`config.mk`:
```
export PLATFORM = sky130hd
export DESIGN_NAME = mem_arbiter
export DESIGN_NICKNAME = d
export VERILOG_FILES = /design/src/rtl/mem_arb_pkg.sv /design/src/rtl/mem_arb_pick.sv /design/src/rtl/mem_arbiter.sv
export SDC_FILE = /design/constraint.sdc
export NUM_CORES = 1
export LEC_CHECK = 0
export ABC_AREA = 0
export CORE_MARGIN = 2
export CORE_UTILIZATION = 32
export CTS_CLUSTER_DIAMETER = 80
export CTS_CLUSTER_SIZE = 25
export DETAILED_ROUTE_END_ITERATION = 10
export GPL_ROUTABILITY_DRIVEN = 0
export GPL_TIMING_DRIVEN = 0
export PLACE_DENSITY = 0.77
export SYNTH_ARGS = -nofsm -noshare
export SYNTH_HDL_FRONTEND = slang
export SYNTH_SLANG_ARGS = --single-unit
```
`constraint.sdc`:
```
create_clock -name clk -period 1.22 [get_ports clk]
set_clock_uncertainty 0.1 [all_clocks]
set_input_delay 0.366 -clock clk [delete_from_list [all_inputs] [get_ports clk]]
set_output_delay 0.366 -clock clk [all_outputs]
set_load 0.1 [all_outputs]
```
`src/rtl/mem_arb_pkg.sv`:
```
// Shared types for the memory arbiter: FSM states and transaction owner.
package mem_arb_pkg;

  typedef enum logic [1:0] {
    IDLE  = 2'd0,
    ISSUE = 2'd1,
    WAIT  = 2'd2
  } arbStateT;

  typedef enum logic {
    OWN_I = 1'b0,
    OWN_D = 1'b1
  } ownerT;

endpackage

```
`src/rtl/mem_arb_pick.sv`:
```
// Winner selection between I-cache and D-cache requests.
// Optional starvation guard enabled by defining ARB_STARVE_GUARD_EN.
module mem_arb_pick
  import mem_arb_pkg::*;
#(
  parameter int STARVE_LIMIT = 4
) (
  input  logic  clk,
  input  logic  rst,
  input  logic  iReq,
  input  logic  dReq,
  input  logic  grant,
  output ownerT pickOwner
);

`ifdef ARB_STARVE_GUARD_EN
  localparam int CNT_W = $clog2(STARVE_LIMIT + 1);

  logic [CNT_W-1:0] starveCnt;
  logic             starved;

  assign starved = (starveCnt == CNT_W'(STARVE_LIMIT));

  // D wins a tie unless I has already watched STARVE_LIMIT D grants go by
  always_comb begin
    pickOwner = OWN_D;
    if (iReq && (!dReq || starved)) begin
      pickOwner = OWN_I;
    end else begin
      pickOwner = OWN_D;
    end
  end

  // Count consecutive D grants that were made while I was waiting
  always_ff @(posedge clk or posedge rst) begin
    if (rst) begin
      starveCnt <= '0;
    end else if (grant) begin
      if ((pickOwner == OWN_I) || !iReq) begin
        starveCnt <= '0;
      end else begin
        starveCnt <= starveCnt + CNT_W'(1);
      end
    end
  end
`else
  localparam int unusedLimit = STARVE_LIMIT;
  logic unusedInputs;

  assign unusedInputs = ^{clk, rst, grant};

  // Strict D priority
  always_comb begin
    pickOwner = OWN_D;
    if (iReq && !dReq) begin
      pickOwner = OWN_I;
    end else begin
      pickOwner = OWN_D;
    end
  end
`endif

endmodule

```
`src/rtl/mem_arbiter.sv`:
```
// Shares one main-memory port between I-cache and D-cache engines.
// Starvation guard for I-cache is compiled in with ARB_STARVE_GUARD_EN.
module mem_arbiter
  import mem_arb_pkg::*;
#(
  parameter int ADDR_W       = 16,
  parameter int DATA_W       = 16,
  parameter int STARVE_LIMIT = 4
) (
  input  logic              clk,
  input  logic              rst,
  input  logic              i_req,
  input  logic              i_wr,
  input  logic [ADDR_W-1:0] i_addr,
  input  logic [DATA_W-1:0] i_wdata,
  output logic              i_done,
  output logic [DATA_W-1:0] i_rdata,
  input  logic              d_req,
  input  logic              d_wr,
  input  logic [ADDR_W-1:0] d_addr,
  input  logic [DATA_W-1:0] d_wdata,
  output logic              d_done,
  output logic [DATA_W-1:0] d_rdata,
  output logic              mem_rd,
  output logic              mem_wr,
  output logic [ADDR_W-1:0] mem_addr,
  output logic [DATA_W-1:0] mem_wdata,
  input  logic              mem_stall,
  input  logic              mem_done,
  input  logic [DATA_W-1:0] mem_rdata,
  output logic              busy
);

  arbStateT          stateR;
  ownerT             ownerR;
  ownerT             pickOwner;
  logic              anyReq;
  logic              grant;
  logic              selWr;
  logic [ADDR_W-1:0] selAddr;
  logic [DATA_W-1:0] selWdata;
  logic              finish;

  assign anyReq = i_req | d_req;
  assign grant  = (stateR == IDLE) && anyReq;
  assign finish = (stateR == WAIT) && mem_done;

  mem_arb_pick #(
    .STARVE_LIMIT(STARVE_LIMIT)
  ) uPick (
    .clk      (clk),
    .rst      (rst),
    .iReq     (i_req),
    .dReq     (d_req),
    .grant    (grant),
    .pickOwner(pickOwner)
  );

  // Issue operands of whichever requester is about to win
  always_comb begin
    selWr    = 1'b0;
    selAddr  = '0;
    selWdata = '0;
    if (pickOwner == OWN_I) begin
      selWr    = i_wr;
      selAddr  = i_addr;
      selWdata = i_wdata;
    end else begin
      selWr    = d_wr;
      selAddr  = d_addr;
      selWdata = d_wdata;
    end
  end

  // Transaction FSM; strobes and issue operands are captured at grant and held
  always_ff @(posedge clk or posedge rst) begin
    if (rst) begin
      stateR    <= IDLE;
      ownerR    <= OWN_D;
      mem_rd    <= 1'b0;
      mem_wr    <= 1'b0;
      mem_addr  <= '0;
      mem_wdata <= '0;
      busy      <= 1'b0;
    end else begin
      case (stateR)
        IDLE: begin
          if (anyReq) begin
            stateR    <= ISSUE;
            ownerR    <= pickOwner;
            mem_rd    <= ~selWr;
            mem_wr    <= selWr;
            mem_addr  <= selAddr;
            mem_wdata <= selWdata;
            busy      <= 1'b1;
          end
        end
        ISSUE: begin
          if (!mem_stall) begin
            stateR <= WAIT;
            mem_rd <= 1'b0;
            mem_wr <= 1'b0;
          end
        end
        WAIT: begin
          if (mem_done) begin
            stateR <= IDLE;
            busy   <= 1'b0;
          end
        end
        default: begin
          stateR <= IDLE;
          mem_rd <= 1'b0;
          mem_wr <= 1'b0;
          busy   <= 1'b0;
        end
      endcase
    end
  end

  // Completion is reported in the very cycle memory signals it
  assign i_done  = finish && (ownerR == OWN_I);
  assign d_done  = finish && (ownerR == OWN_D);
  assign i_rdata = mem_rdata;
  assign d_rdata = mem_rdata;

endmodule

```
## After elaboration in Yosys (flattened, before gate mapping)

Index checks and enable logic that the tools add are counted.

| word-level totals | value |
|---|---|
| flip-flop bits (word level) | 38 |

| cells by class | value |
|---|---|
| muxes and demuxes | 16 |
| reduce and logical (&&, ||, !) cells | 10 |
| bitwise logic cells | 5 |
| equal/unequal tests | 5 |

Operators with widths:

| cell | number |
|---|---|
| two-way mux 16 bit | 2 |
| one-hot mux 1 bit (3 select lines) | 3 |
| AND reduction 3 bit | 3 |
| two-way mux 1 bit | 7 |
| two-way mux 2 bit | 3 |
| inequality test 2 bit (second input constant) | 3 |
| one-hot mux 2 bit (3 select lines) | 1 |
| logical AND 1 bit | 4 |
| inverter 1 bit | 4 |
| == test 2 x 1 -> 1 bit (second input constant) | 1 |
| == test 2 bit (second input constant) | 1 |
| logical NOT 2 bit | 1 |
| AND reduction 2 bit | 1 |
| logical NOT 1 bit | 1 |
| OR 1 bit | 1 |

## Depth between registers and ports, before layout

Gate-level depths: netlist of the first run.

| depth | value |
|---|---|
| depth in word-level cells | 6 |
| gate-level depth with buffers | 6 |
| gate-level depth less buffers | 3 |

## Cells and area by module

Synthesis of the first run repeated with hierarchy kept, for this count alone.

| unflattened totals | value |
|---|---|
| cells, all modules | 162 |
| area, all modules | 2123.3 um^2 |

By module, submodules not included:

| module | cells an instance | area an instance (um^2) | times used | sequential area each (um^2) |
|---|---|---|---|---|
| mem_arbiter | 161 | 2117.0 | 1 | 952.2 |
| mem_arb_pick | 1 | 6.3 | 1 | 0.0 |

## Worst setup path after synthesis of the first run

No wires, ideal clock.

| path | value |
|---|---|
| kind | reg2out |
| start | register stateR[0] |
| end | output port i_done |
| arrival | 3.351 ns |
| stages on the path, launching flop included | 2 |
| data required time | 0.754 ns |
| setup slack | -2.597 ns |
| cells stage by stage | dfrtp_1 -> nor4bb_1 |

| on the way | value |
|---|---|
| cells in the longest elaborated chain, start to end | 3 |

RTL lines:

| what | line | source |
|---|---|---|
| start, declared | mem_arbiter.sv:34 | `arbStateT stateR;` |
| start signal, assigned | mem_arbiter.sv:78 | `stateR <= IDLE;` |
| start signal, assigned | mem_arbiter.sv:89 | `stateR <= ISSUE;` |
| start signal, assigned | mem_arbiter.sv:100 | `stateR <= WAIT;` |
| == test 2 bit | mem_arbiter.sv:46 | `assign finish = (stateR == WAIT) && mem_done;` |
| logical AND 1 bit | mem_arbiter.sv:46 |  |
| logical AND 1 bit | mem_arbiter.sv:122 | `assign i_done = finish && (ownerR == OWN_I);` |
| end, declared | mem_arbiter.sv:16 | `output logic i_done,` |

No other way between the ends.

## Worst setup path after layout of the first run

| path | value |
|---|---|
| start | register ownerR |
| end | output port d_done |

| on the way | value |
|---|---|
| cells in the longest elaborated chain, start to end | 1 |

RTL lines:

| what | line | source |
|---|---|---|
| start, declared | mem_arbiter.sv:35 | `ownerT ownerR;` |
| start signal, assigned | mem_arbiter.sv:90 | `ownerR <= pickOwner;` |
| logical AND 1 bit | mem_arbiter.sv:123 | `assign d_done = finish && (ownerR == OWN_D);` |
| end, declared | mem_arbiter.sv:22 | `output logic d_done,` |

No other way between the ends.

==> results.md, run 1 <==
* Status: finished with violations
* Failing checks: setup timing
* Synthesized area per cell at between 10 and 15 sq um
* Routed WL at around 7100 um
* TritonCTS clock tree: done
* Iteration-0 DRC Markers at 12
* Fillers at around 550
* Core ar. at 6720 sq um
* Netlist Area Pre-Place at between 2000 and 2500 sq um
* Rel. slew slack at between 60% and 70%
* Max Buffers Root-to-Sink at 2
* Dpl cell area at 3790 sq um
* Place WS at -1580 ps
* Die Height at 86.9 um
* Layout cells sized above 1 at a little under two thirds
* Site Rows at 30
* Worst IR drop on VDD at ~1.6 mV
* Multi-input gate area at ~990 sq um
* Via-to-Cell Ratio at 4.71
* Global-route wire length before repair at roughly 10000 um
* Final Critical Period at about 1700 ps
* Hold Crit Class: input pin to register
* Diodes inserted at 0
* Sequential area share after synthesis at between 40 and 50%
* Vias in the first global route at around 2100
* Initial antenna violation count at 0
* Buffers added on ports at 140
* Root buf cell: clkbuf_8
* Clock Latency Late Sink at 280 ps
* Final hold violation count at 0
* Crit Path Max Fanout at 3
* Total grt overflow at 0
* Syn_nets at 292
* # DRC at 0
* Starting Density at between 30% and 40%
* Flip-flop and latch area at approximately 1000 sq um
* Worst setup margin at -513 ps
* Layout area overhead at 112%
* Syn. warnings at 0
* RSZ-0062 raised after global routing: true
* Die width at roughly 87 um
* Cells after Synth at between 200 and 250
* Setup crit start kind: register
* Post-synthesis sequential element count at 38
* Die area at 7540 sq um
* Number of I/O pins at between 150 and 200
* WP data arrival at approximately 1300 ps
* # setup viols final at 73
* Non-filler instance count after layout at approximately 460
* Netlist cell types at 23
* Nets at between 400 and 500
* Avg WL per Cell at approximately 15 um
* Clk pin slew, worst setup/hold paths at approximately 70 ps
* Highest achievable clock rate at 577 MHz
* Pwr per Cell Area at around 3200 nW/um^2
* Total number of vias at roughly 2200
* Drt pass-1 iters at 4
* Core Util, Final at between 60% and 70%
* Crit Path Category: register to output port
* Clock sinks at 38
* DP Wirelength at between 4000 and 5000 um
* Largest net degree at the start of global routing at 20
* Final Max Tran Viols at 0
* Maxcap violations at 0
* Finished Cell Area at 4650 sq um
* Nature of the critical path endpoint: output port
* Cts bufs inserted at 5
* Worst EP required at around 750 ps
* GRT Resource Usage Total at 17.4%
* Least-Margin Pin Slew at 488 ps
* H-tree levels at 2
* Placed Cells at 424
* Leak pwr at 2.11 nW
* Final Total Pwr at ~15 mW
* Final ANT Viol Nets at 0
* Crit share post-route at 142%
==> Yosys cell counts, drive strengths merged <==
cell type / number / area (sq um)
or2: 1 / 6.26
a22oi: 1 / 7.51
a22o: 2 / 17.5
a21oi: 65 / 438
inv: 2 / 7.51
and4: 1 / 8.76
o31ai: 1 / 7.51
nand2b: 2 / 12.5
dfrtp: 37 / 926
buf: 41 / 319
nand2: 4 / 15.0
and2: 1 / 8.76
mux2i: 33 / 330
o2bb2ai: 1 / 8.76
nor4bb: 1 / 10.0
dfstp: 1 / 26.3
o21ai: 2 / 10.0
nor2: 2 / 15.0
clkbuf: 6 / 22.5
==> worst max-delay path, cell delays in order, from the launching register on <==
cell     delay (ps)
dfstp_2         580
and4_4          230
buf_12          170
==> flip-flops by register name, summed over array words and instances, names as in the netlist <==
signal and flops:
busy 1, ownerR 1, mem_wr 1, mem_rd 1, mem_addr 16, mem_wdata 16, stateR 2
==> what timing repair did <==
| item | 4_1_cts | 5_1_grt |
|---|---|---|
| pin swaps | 5 | 7 |
| endpoints found under the setup margin | 141 | 74 |
| gates resized for setup | 520 | 68 |
| setup buffers | 21 | 11 |
| hold buffers | 0 | 0 |
| cloned | 7 | 0 |
==> cells in the final DEF (no fill, tap or decap), drive strengths merged <==
cell type and instances:
nor2 2, o21ai 2, dfstp 1, a21oi 65, buf 141, clkinvlp 2, dfrtp 37, o31ai 1
or2 1, o2bb2ai 1, a22o 2, and2 2, clkdlybuf4s50 68, nand2 4, clkbuf 12, nor4bb 1
inv 1, mux2i 33, nand2b 2, dlygate4sd2 1, clkinv 2, a22oi 1, and4 1
==> metrics by stage <==
step           hold WS (ps)  setup TNS, ps
4_1_cts                 372         -19190
3_3_place_gp            381         -93240
6_report                203         -22000
5_1_grt                 202         -25910
3_5_place_dp            384         -95320
2_1_floorplan           230          -6200
==> per-layer routing <==
metal	share of wire (%)	up-vias	GRT usage (%)
li1	-	1041	-
met1	37	1031	19.4
met2	52	102	32.0
met3	10	5	6.35
met4	0.62	0	2.98
met5	0	-	0
==> area by class of cell <==
type,count,share of cell area [%]
buffer,43,8.17
clock buffer,5,1.48
clock inverter,2,0.215
inverter,2,0.242
multi-input combinational,118,21.4
sequential,38,21.5
tap,80,2.15
timing repair buffer,174,44.8
timing repair inverter,1,0.161
==> worst paths after layout <==
check	end	from	depth (start not counted)	slack (ps)
max in group asynchronous	ownerR	rst	2	240
min in group asynchronous	mem_addr[11]	rst	2	470
worst min-delay path	ownerR	d_req	2	200
worst min register to register	mem_wdata[6]	mem_wdata[6]	2	430
worst max register to register	mem_addr[4]	stateR[0]	9	-510
worst max-delay path	d_done	ownerR	2	-510
==> power breakdown <==
part / switching, mW / internal [mW]
sequential: 0.663 / 2.01
clock: 0.419 / 0.383
combinational: 6.62 / 4.60
total: 7.71 / 7.00
==> logic make-up (layout without fill, tap and decap cells) <==
family / Yosys count / count (layout) / synth area share, %
AOI/OAI and AO/OA: 72 / 72 / 22.3
buffers and inverters: 49 / 227 / 15.9
DFF: 38 / 38 / 43.3
muxes: 33 / 33 / 15.0
and+or+nand+nor: 12 / 13 / 3.47
(Power assumes the default switching activity.)
==> run 2: changes to the inputs <==
--- a/config.mk
+++ b/config.mk
@@ -7,13 +7,13 @@
 export LEC_CHECK = 0
 export ABC_AREA = 0
 export CORE_MARGIN = 2
-export CORE_UTILIZATION = 32
+export CORE_UTILIZATION = 35
 export CTS_CLUSTER_DIAMETER = 80
 export CTS_CLUSTER_SIZE = 25
 export DETAILED_ROUTE_END_ITERATION = 10
 export GPL_ROUTABILITY_DRIVEN = 0
 export GPL_TIMING_DRIVEN = 0
-export PLACE_DENSITY = 0.77
+export PLACE_DENSITY = 0.8
 export SYNTH_ARGS = -nofsm -noshare
 export SYNTH_HDL_FRONTEND = slang
 export SYNTH_SLANG_ARGS = --single-unit
==> constraint.sdc (replaced) <==
create_clock -name clk -period 1.8 [get_ports clk]
set_clock_uncertainty 0.1 [all_clocks]
set_input_delay 0.54 -clock clk [delete_from_list [all_inputs] [get_ports clk]]
set_output_delay 0.54 -clock clk [all_outputs]
set_load 0.1 [all_outputs]
==> results.md, run 2 (synthesis gave the netlist of run 1 again) <==
* Status: finished with violations
* Failing checks: setup timing
* RSZ-0062 raised after global routing: true
* Via-to-Cell Ratio at 4.78 (+1.6%)
* Routed WL at 6130 um (-14%)
* Layout area overhead at 71.8%
* DP Wirelength at 4700 um (+1.8%)
* Least-Margin Pin Slew at 801 ps (+312 ps)
* # DRC at 0 (unchanged)
* Drt pass-1 iters at 7 (+3)
* Placed Cells at 419 (-1.2%)
* Die width at 83.2 um (-4.2%)
* Final Critical Period at roughly 1900 ps
* Sum Neg Setup Slack at -249 ps (+21750 ps)
* Number of I/O pins at 157 (unchanged)
* Site Rows at 28 (-6.7%)
* Layout cells sized above 1 at 47.8% (-16 points)
* Avg WL per Cell at 14.2 um (-7.5%)
* Worst Min Path Start: mem_wr
* Highest achievable clock rate at about 520 MHz
* Critical Path Start: ownerR
* CP max stage cell: dfstp_2
* Hold Crit Class: register to register
* Hold_buf cts at 0 (unchanged)
* Nature of the critical path endpoint: output port
* Core Util, Final at 63.0% (-6.3 points)
* Vias in the first global route at 2106 (+0.19%)
* Rel. slew slack at 46.6% (-21 points)
* Critical path's largest stage delay at 580 ps (about the same)
* Clock sinks at 38 (unchanged)
* Clk pin slew, worst setup/hold paths at 80 ps (about the same)
* Buffers added on ports at 140 (unchanged)
* Cts bufs inserted at 5 (unchanged)
* Total number of vias at 2070 (-5.0%)
* Nets at 445 (-5.5%)
* Final hold violation count at 0 (unchanged)
* Worst EP required at 1160 ps (+410 ps)
* Total grt overflow at 0 (unchanged)
* Die Height at 83.2 um (-4.2%)
* H-tree levels at 2 (unchanged)
* # setup viols final at 2 (-97%)
* Final Max Tran Viols at 0 (unchanged)
* Largest regs: mem_addr (16), mem_wdata (16), stateR (2)
* Crit Path Max Fanout at 3 (unchanged)
* Initial antenna violation count at 0 (unchanged)
* Leak pwr at 1.78 nW (-16%)
* Setup crit start kind: register
* Global-route wire length before repair at 9970 um (-2.4%)
* Die area at 6930 sq um (-8.2%)
* Worst setup margin at -125 ps (+388 ps)
* Final ANT Viol Nets at 0 (unchanged)
* Buf/Inv on CP at 1 (unchanged)
* Crit Path Category: register to output port
* Max Buffers Root-to-Sink at 2 (unchanged)
* Most frequent cells in the layout: clkdlybuf4s50_1, buf_4, buf_2, a21oi_1, dfrtp_1
* Root buf cell: clkbuf_8
* Crit share post-route at 107%
* Diodes inserted at 0 (unchanged)
* Hold WS at 406 ps (+203 ps)
* Worst IR drop on VDD at 1.23 mV (-25%)
* Core ar. at 5990 sq um (-11%)
* Worst r2r src: stateR[0]
* Largest net degree at the start of global routing at 39 (+95%)
* Starting Density at 36.7% (+4.0 points)
* Crit-path cells: and4_4 > buf_12
* Clock Latency Late Sink at 300 ps (+20 ps)
* Crit-path leading delay family: flip-flops
* GRT Resource Usage Total at 17.6% (+0.22 points)
* Maxcap violations at 0 (unchanged)
* Non-filler instance count after layout at 433 (-6.5%)
* TritonCTS clock tree: done
* Iteration-0 DRC Markers at 45 (+33)
* Pwr per Cell Area at 2050 nW/um^2 (-35%)
* Commonest non-fill, non-tap cell in the layout: clkdlybuf4s50_1
* WP data arrival at 1280 ps (about the same)
## run 2: cell types whose count changed in the layout (fill, tap and decap cells not counted), sizes merged
cell and change:
buf -55, clkinv -2, inv +1, and2 -1
bufinv +2, dlymetal6s2s +2, clkdlybuf4s18 +29, clkdlybuf4s15 +1
clkinvlp -2
## run 2: power breakdown
part / internal [mW] / switching (mW) / leakage, nW
logic: 1.14 / 4.16 / 1.29
clock network: 0.591 / 0.304 / 0.0714
registers: 1.29 / 0.242 / 0.421
## run 2: timing repair
action,CTS,global route
setup endpoints to repair,99,56
buffers inserted,2,4
resized for setup,309,37
## run 2: path summary, 6_finish.rpt
path,slack (ps),cells after the start,end
worst max-delay path,-120,2,d_done
worst min-delay path,410,1,mem_wr
worst max register to register,80,7,mem_addr[8]
worst min register to register,410,1,mem_wr
max in group asynchronous,430,2,stateR[0]
min in group asynchronous,620,2,mem_wdata[2]
## run 2: worst register-to-register path: stages, from the launching register on
cell and delay, ps:
dfrtp_2 450, buf_4 150, buf_4 130, nor2_4 220
and2_4 190, buf_6 120, buf_6 170, a21oi_2 70
## run 2: cell type report
class	instances	area [sq um]
timing repair buffer	146	1280
inverter	2	7.51
fill	543	2220
tap	75	93.8
clock inverter	2	60.1
sequential	38	955
multi-input combinational	117	930
clock buffer	6	82.6
buffer	47	368
## run 2: through the flow
stage | setup WS [ps] | cell area (sq um) | power [mW]
6_report | -125 | 3770 | 7.73
3_3_place_gp | -1240 | 3710 | 7.05
5_1_grt | -160 | 3770 | 8.05
3_5_place_dp | -1230 | 3710 | 7.11
4_1_cts | -150 | 3750 | 7.70
2_1_floorplan | -428 | 2210 | 5.77
## run 2: metal layers
metal  part of all wire, %  wire length [um]  GRT usage [%]  vias up
met5                     0                 0              0        -
met1                    36              2220           18.9      958
met4                  0.96                59           4.92        0
met3                    12               708           7.65        7
met2                    51              3140           31.5      113
li1                      -                 -              -      992
